[src/rtl/parity_pkg.sv]
// rtl/parity_pkg.sv - shared types, constants and parity helper for the parity link
package parity_pkg;

  localparam int MAX_DATA_W = 16;

  localparam logic PAR_EVEN = 1'b0;
  localparam logic PAR_ODD  = 1'b1;

  typedef enum logic [2:0] {
    IDLE,
    START,
    DATA,
    PARITY,
    STOP
  } state_e;

  // Zero-extended words give the same result, so narrower payloads can share this.
  function automatic logic calc_parity(input logic [MAX_DATA_W-1:0] data,
                                       input logic odd_sel);
    return (^data) ^ odd_sel;
  endfunction

endpackage

[src/rtl/bit_timer.sv]
// rtl/bit_timer.sv - bit-period down-counter; tick marks the last cycle of each period
module bit_timer #(
  parameter int CLKS_PER_BIT = 4
) (
  input  logic clk,
  input  logic rst,
  input  logic load,
  input  logic en,
  output logic tick
);

  localparam int CW = (CLKS_PER_BIT > 1) ? $clog2(CLKS_PER_BIT) : 1;
  localparam logic [CW-1:0] RELOAD = CW'(CLKS_PER_BIT - 1);

  logic [CW-1:0] cnt_q, cnt_d;

  always_ff @(posedge clk) begin
    if (rst) begin
      cnt_q <= '0;
    end else begin
      cnt_q <= cnt_d;
    end
  end

  always_comb begin
    cnt_d = cnt_q;
    if (load) begin
      cnt_d = RELOAD;
    end else if (en) begin
      cnt_d = (cnt_q == '0) ? RELOAD : cnt_q - 1'b1;
    end
  end

  assign tick = en && (cnt_q == '0);

endmodule

[src/rtl/parity_serial_tx.sv]
// rtl/parity_serial_tx.sv - UART-style framer: start, data LSB-first, parity, stop
module parity_serial_tx
  import parity_pkg::*;
#(
  parameter int DATA_W       = 4,
  parameter int CLKS_PER_BIT = 4
) (
  input  logic              clk,
  input  logic              rst,
  input  logic              in_valid,
  output logic              in_ready,
  input  logic [DATA_W-1:0] in_data,
  input  logic              odd_sel,
  output logic              tx_out,
  output logic              busy,
  output logic              tx_done,
  output logic              par_out
);

  localparam int BW = (DATA_W > 1) ? $clog2(DATA_W) : 1;
  localparam logic [BW-1:0] LAST_BIT = BW'(DATA_W - 1);

  state_e            state_q, state_d;
  logic [DATA_W-1:0] shift_q, shift_d;
  logic [BW-1:0]     bit_q, bit_d;
  logic              par_q, par_d;
  logic              accept;
  logic              timer_en;
  logic              tick;

  assign in_ready = (state_q == IDLE) && !rst;
  assign accept   = in_valid && in_ready;
  assign timer_en = (state_q != IDLE);

  bit_timer #(
    .CLKS_PER_BIT(CLKS_PER_BIT)
  ) u_bit_timer (
    .clk (clk),
    .rst (rst),
    .load(accept),
    .en  (timer_en),
    .tick(tick)
  );

  always_ff @(posedge clk) begin
    if (rst) begin
      state_q <= IDLE;
      shift_q <= '0;
      bit_q   <= '0;
      par_q   <= 1'b0;
    end else begin
      state_q <= state_d;
      shift_q <= shift_d;
      bit_q   <= bit_d;
      par_q   <= par_d;
    end
  end

  always_comb begin
    state_d = state_q;
    unique case (state_q)
      IDLE:    if (accept) state_d = START;
      START:   if (tick) state_d = DATA;
      DATA:    if (tick && (bit_q == LAST_BIT)) state_d = PARITY;
      PARITY:  if (tick) state_d = STOP;
      STOP:    if (tick) state_d = IDLE;
      default: state_d = IDLE;
    endcase
  end

  // The word and its parity are captured at the handshake, so upstream may change mid-frame.
  always_comb begin
    shift_d = shift_q;
    bit_d   = bit_q;
    par_d   = par_q;
    if (accept) begin
      shift_d = in_data;
      bit_d   = '0;
      par_d   = calc_parity(MAX_DATA_W'(in_data), odd_sel);
    end else if ((state_q == DATA) && tick) begin
      shift_d = shift_q >> 1;
      bit_d   = (bit_q == LAST_BIT) ? '0 : bit_q + 1'b1;
    end
  end

  always_comb begin
    tx_out = 1'b1;
    unique case (state_q)
      START:   tx_out = 1'b0;
      DATA:    tx_out = shift_q[0];
      PARITY:  tx_out = par_q;
      default: tx_out = 1'b1;
    endcase
    busy    = (state_q != IDLE);
    tx_done = (state_q == STOP) && tick;
    par_out = par_q;
  end

endmodule

[config.mk]
export PLATFORM = sky130hd
export DESIGN_NAME = parity_serial_tx
export DESIGN_NICKNAME = d
export VERILOG_FILES = /design/src/rtl/parity_pkg.sv /design/src/rtl/bit_timer.sv /design/src/rtl/parity_serial_tx.sv
export SDC_FILE = /design/constraint.sdc
export NUM_CORES = 1
export LEC_CHECK = 0
export CAP_MARGIN = 0
export CORE_UTILIZATION = 28
export CTS_BUF_LIST = sky130_fd_sc_hd__clkbuf_4
export CTS_CLUSTER_SIZE = 28
export DETAILED_ROUTE_END_ITERATION = 16
export HOLD_SLACK_MARGIN = 0.02
export SYNTH_ARGS = -nofsm -noshare
export SYNTH_HDL_FRONTEND = slang
export SYNTH_SLANG_ARGS = --single-unit
[constraint.sdc]
create_clock -name clk -period 3.4 [get_ports clk]
set_input_delay 0.34 -clock clk [delete_from_list [all_inputs] [get_ports clk]]
set_output_delay 0.34 -clock clk [all_outputs]
set_load 0.01 [all_outputs]
==> results.ini <==
[yosys]
yosysWarningCount=0
syn-num-nets=84
synthSimpleGateAreaFrac_pct=26.0
synthXorXnorAreaFrac_pct=7.10
synth.area.top_cells=dfxtp_1, o211ai_1, nand4bb_4
yosys_register_bits=12
synth_compound_gate_area_share_pct=19.5
dominantRegCellSynth=dfxtp_1
post-synth-top-area-cell=dfxtp_1
synth_top_family_by_area=simple AND/OR/NAND/NOR gates
gate_count_post_synth=74
seq_area_frac_synth_pct=35.0
synth_adder_area_share_pct=3.64
synth-async-reset-ratio_pct=0
synth_cell_types=35
synth_enable_flop_cells=0
syn_area_per_cell_um2=9.28
mappedNetlistArea_um2=687
synthDominantCellAreaShare_pct=35.0
share_of_cell_area_taken_by_muxes_after_synthesis_pct=0

[cts]
insertion_delay_of_the_later_clocked_pin_in_the_worst_skew_pair_ps=260
clockBufferDepth=2
cts_setup_buffers=0
post_cts_hold_buffer_count=0
clkSlewWorstSetupHoldPaths_ps=70
numCtsBuffers=3
clock_tree.root_cell=clkbuf_4
clock_sink_count=12
cts_repair_resize_count=0
tritoncts=done
cts_htree_levels=1

[final_layout]
finish.utilization_pct=36.9
antenna_cells=0
finish.instance_area_um2=832
syn_to_final_growth_pct=21.1
fill_cells=248
layout-drive-gt1-share_pct=11.9
nNetsFinal=96

[global_route]
grt.overflow.total=0
grt_first_pass_wirelength_um=2490
maximum_number_of_pins_on_one_net_before_global_route_repair=14
antenna_violations_before_repair=0
grt.total_usage_pct=12.9
number_of_global_route_vias_before_repair=575

[placed_design]
hpwl_dp_um=1060
placement.cell_area_um2=810
io_buffers=12
final_replace_weighted_congestion=0.715

[pwr]
total_leakage_power_nw=0.293
ir_drop_v=0.000176
power.density_cell_area_mw_per_mm2=431

[sta]
timing.slew.headroom_pct=68.3
rsz0062_at_grt=no
max_slew_violation_count=0
timing.final.hold_violations=0
timing.final.crit_period_ps=2510
timing_worst_slew_pin_value_ps=475
fin_tns_setup_ps=0
max_clock_freq_mhz=399
finalSetupViolations=0
timing.clock.skew_ps=1.76
layout_worst_path_cycle_share_pct=73.8

[setup_path]
endpoint_kind=output port
worstReg2RegStart=u_bit_timer.cnt_q[0]
critPathArrivalTime_ps=2170
worstPathRequired_ps=3060
start_kind=input port
worstSetupPathType=in -> out
r2r_setup_slack_ps=1790
critical_path_peak_fanout=13
crit_path_start=rst

[floorplanning]
placementRows=17
die_area_mm2=0.00266
floorplan.die.width_um=51.5
top_level_ports=13
start_util_pct=30.5
fp.coreArea_mm2=0.00225
die_y_um=51.5

[flow_run]
cap_violations=0

[drt]
route.detailed.drc=0
detail_route.iter0.violations=6
routedWlPerCell_um=12.4
wl_um=1390
num_vias=581
drt-vias-per-instance=5.19
first_pass_iteration_count_of_the_detailed_router=4
drt.antenna.violating_nets=0

[worst_hold_path]
start_point_of_the_worst_hold_path=u_bit_timer.cnt_q[0]
holdCritPathClass=reg -> reg

[outcome]
run_status=finished, final reports clean

cells in the final DEF (no fill, tap or decap):
master	netlist	layout
clkbuf_4	0	3
ha_1	2	2
inv_1	5	5
nand3b_1	1	1
clkdlybuf4s50_1	0	12
a21oi_1	5	5
and4bb_2	1	1
dfxtp_1	12	12
nand4b_1	1	1
a311oi_1	1	1
or2_2	1	1
a211oi_1	2	2
nand2_2	1	1
xnor2_1	2	2
nor3b_1	1	1
nand4bb_4	1	1
and3_1	1	1
nand2_1	7	7
clkinv_4	1	1
o21ai_1	1	1
nor2b_1	1	1
a221oi_1	2	2
a32oi_1	2	2
xor2_1	1	1
or3_1	1	1
xnor3_1	1	1
nand3_1	1	1
or4_4	1	1
nor3_1	5	5
a311oi_2	1	1
nor4b_1	1	1
nor2_1	2	2
o211ai_1	4	4
final timing paths:
kind / endpoint / cells past startpoint
min: u_bit_timer.cnt_q[0] / 1
max reg2reg: bit_q[0] / 5
min reg2reg: u_bit_timer.cnt_q[0] / 1
max: in_ready / 4
cell usage after synthesis (2+ instances only):
| cell | instances |
|---|---|
| a211oi_1 | 2 |
| nor2_1 | 2 |
| a21oi_1 | 5 |
| buf_2 | 2 |
| inv_1 | 5 |
| ha_1 | 2 |
| xnor2_1 | 2 |
| dfxtp_1 | 12 |
| a221oi_1 | 2 |
| nand2_1 | 7 |
| nor3_1 | 5 |
| a32oi_1 | 2 |
| o211ai_1 | 4 |
layout make-up:
type                       instances  area, um^2  share of cell area, %
sequential                        12         240                   28.9
multi-input combinational         51         387                   46.5
clock buffer                       3        22.5                   2.71
tap                               28        35.0                   4.21
timing repair buffer              12         120                   14.4
inverter                           6        27.5                   3.31
critical path: stages:
cell             delay, ps
clkdlybuf4s50_1        640
or4_4                  560
clkinv_4                90
clkdlybuf4s50_1        530
per-stage QoR:
step | hold WS (ps) | std cells | setup WS, ps | total power [W]
finish | 477 | 112 | 892 | 0.000359
detailed placement | 471 | 109 | 875 | 0.000280
CTS | 480 | 112 | 870 | 0.000363
floorplan | 419 | 74 | 2000 | 0.000242
global route | 516 | 112 | 811 | 0.000386
global placement | 463 | 109 | 910 | 0.000276
power breakdown:
part | internal (W) | switching, W
clock network | 0.0000409 | 0.0000424
logic | 0.0000551 | 0.0000507
registers | 0.000154 | 0.0000163
layer usage:
| metal | GRT usage [%] | part of all wire [%] | vias up |
|---|---|---|---|
| li1 | - | - | 296 |
| met2 | 22.1 | 50 | 11 |
| met5 | 0 | 0 | - |
| met4 | 5.41 | 1.4 | 0 |
| met3 | 4.39 | 3.4 | 2 |
| met1 | 14.4 | 46 | 272 |
registers in the layout, summed over array words and instances, names as in the netlist:
signal             flops
shift_q                4
state_q                3
bit_q                  2
u_bit_timer.cnt_q      2
par_out                1
kinds of logic after synthesis:
kind of cell,count (synthesis)
simple gates,27
flops,12
buf+inv,11
fa+ha+maj,2
compound gates,18
xor+xnor,4
Note: power is estimated with default switching activity, not from simulation.
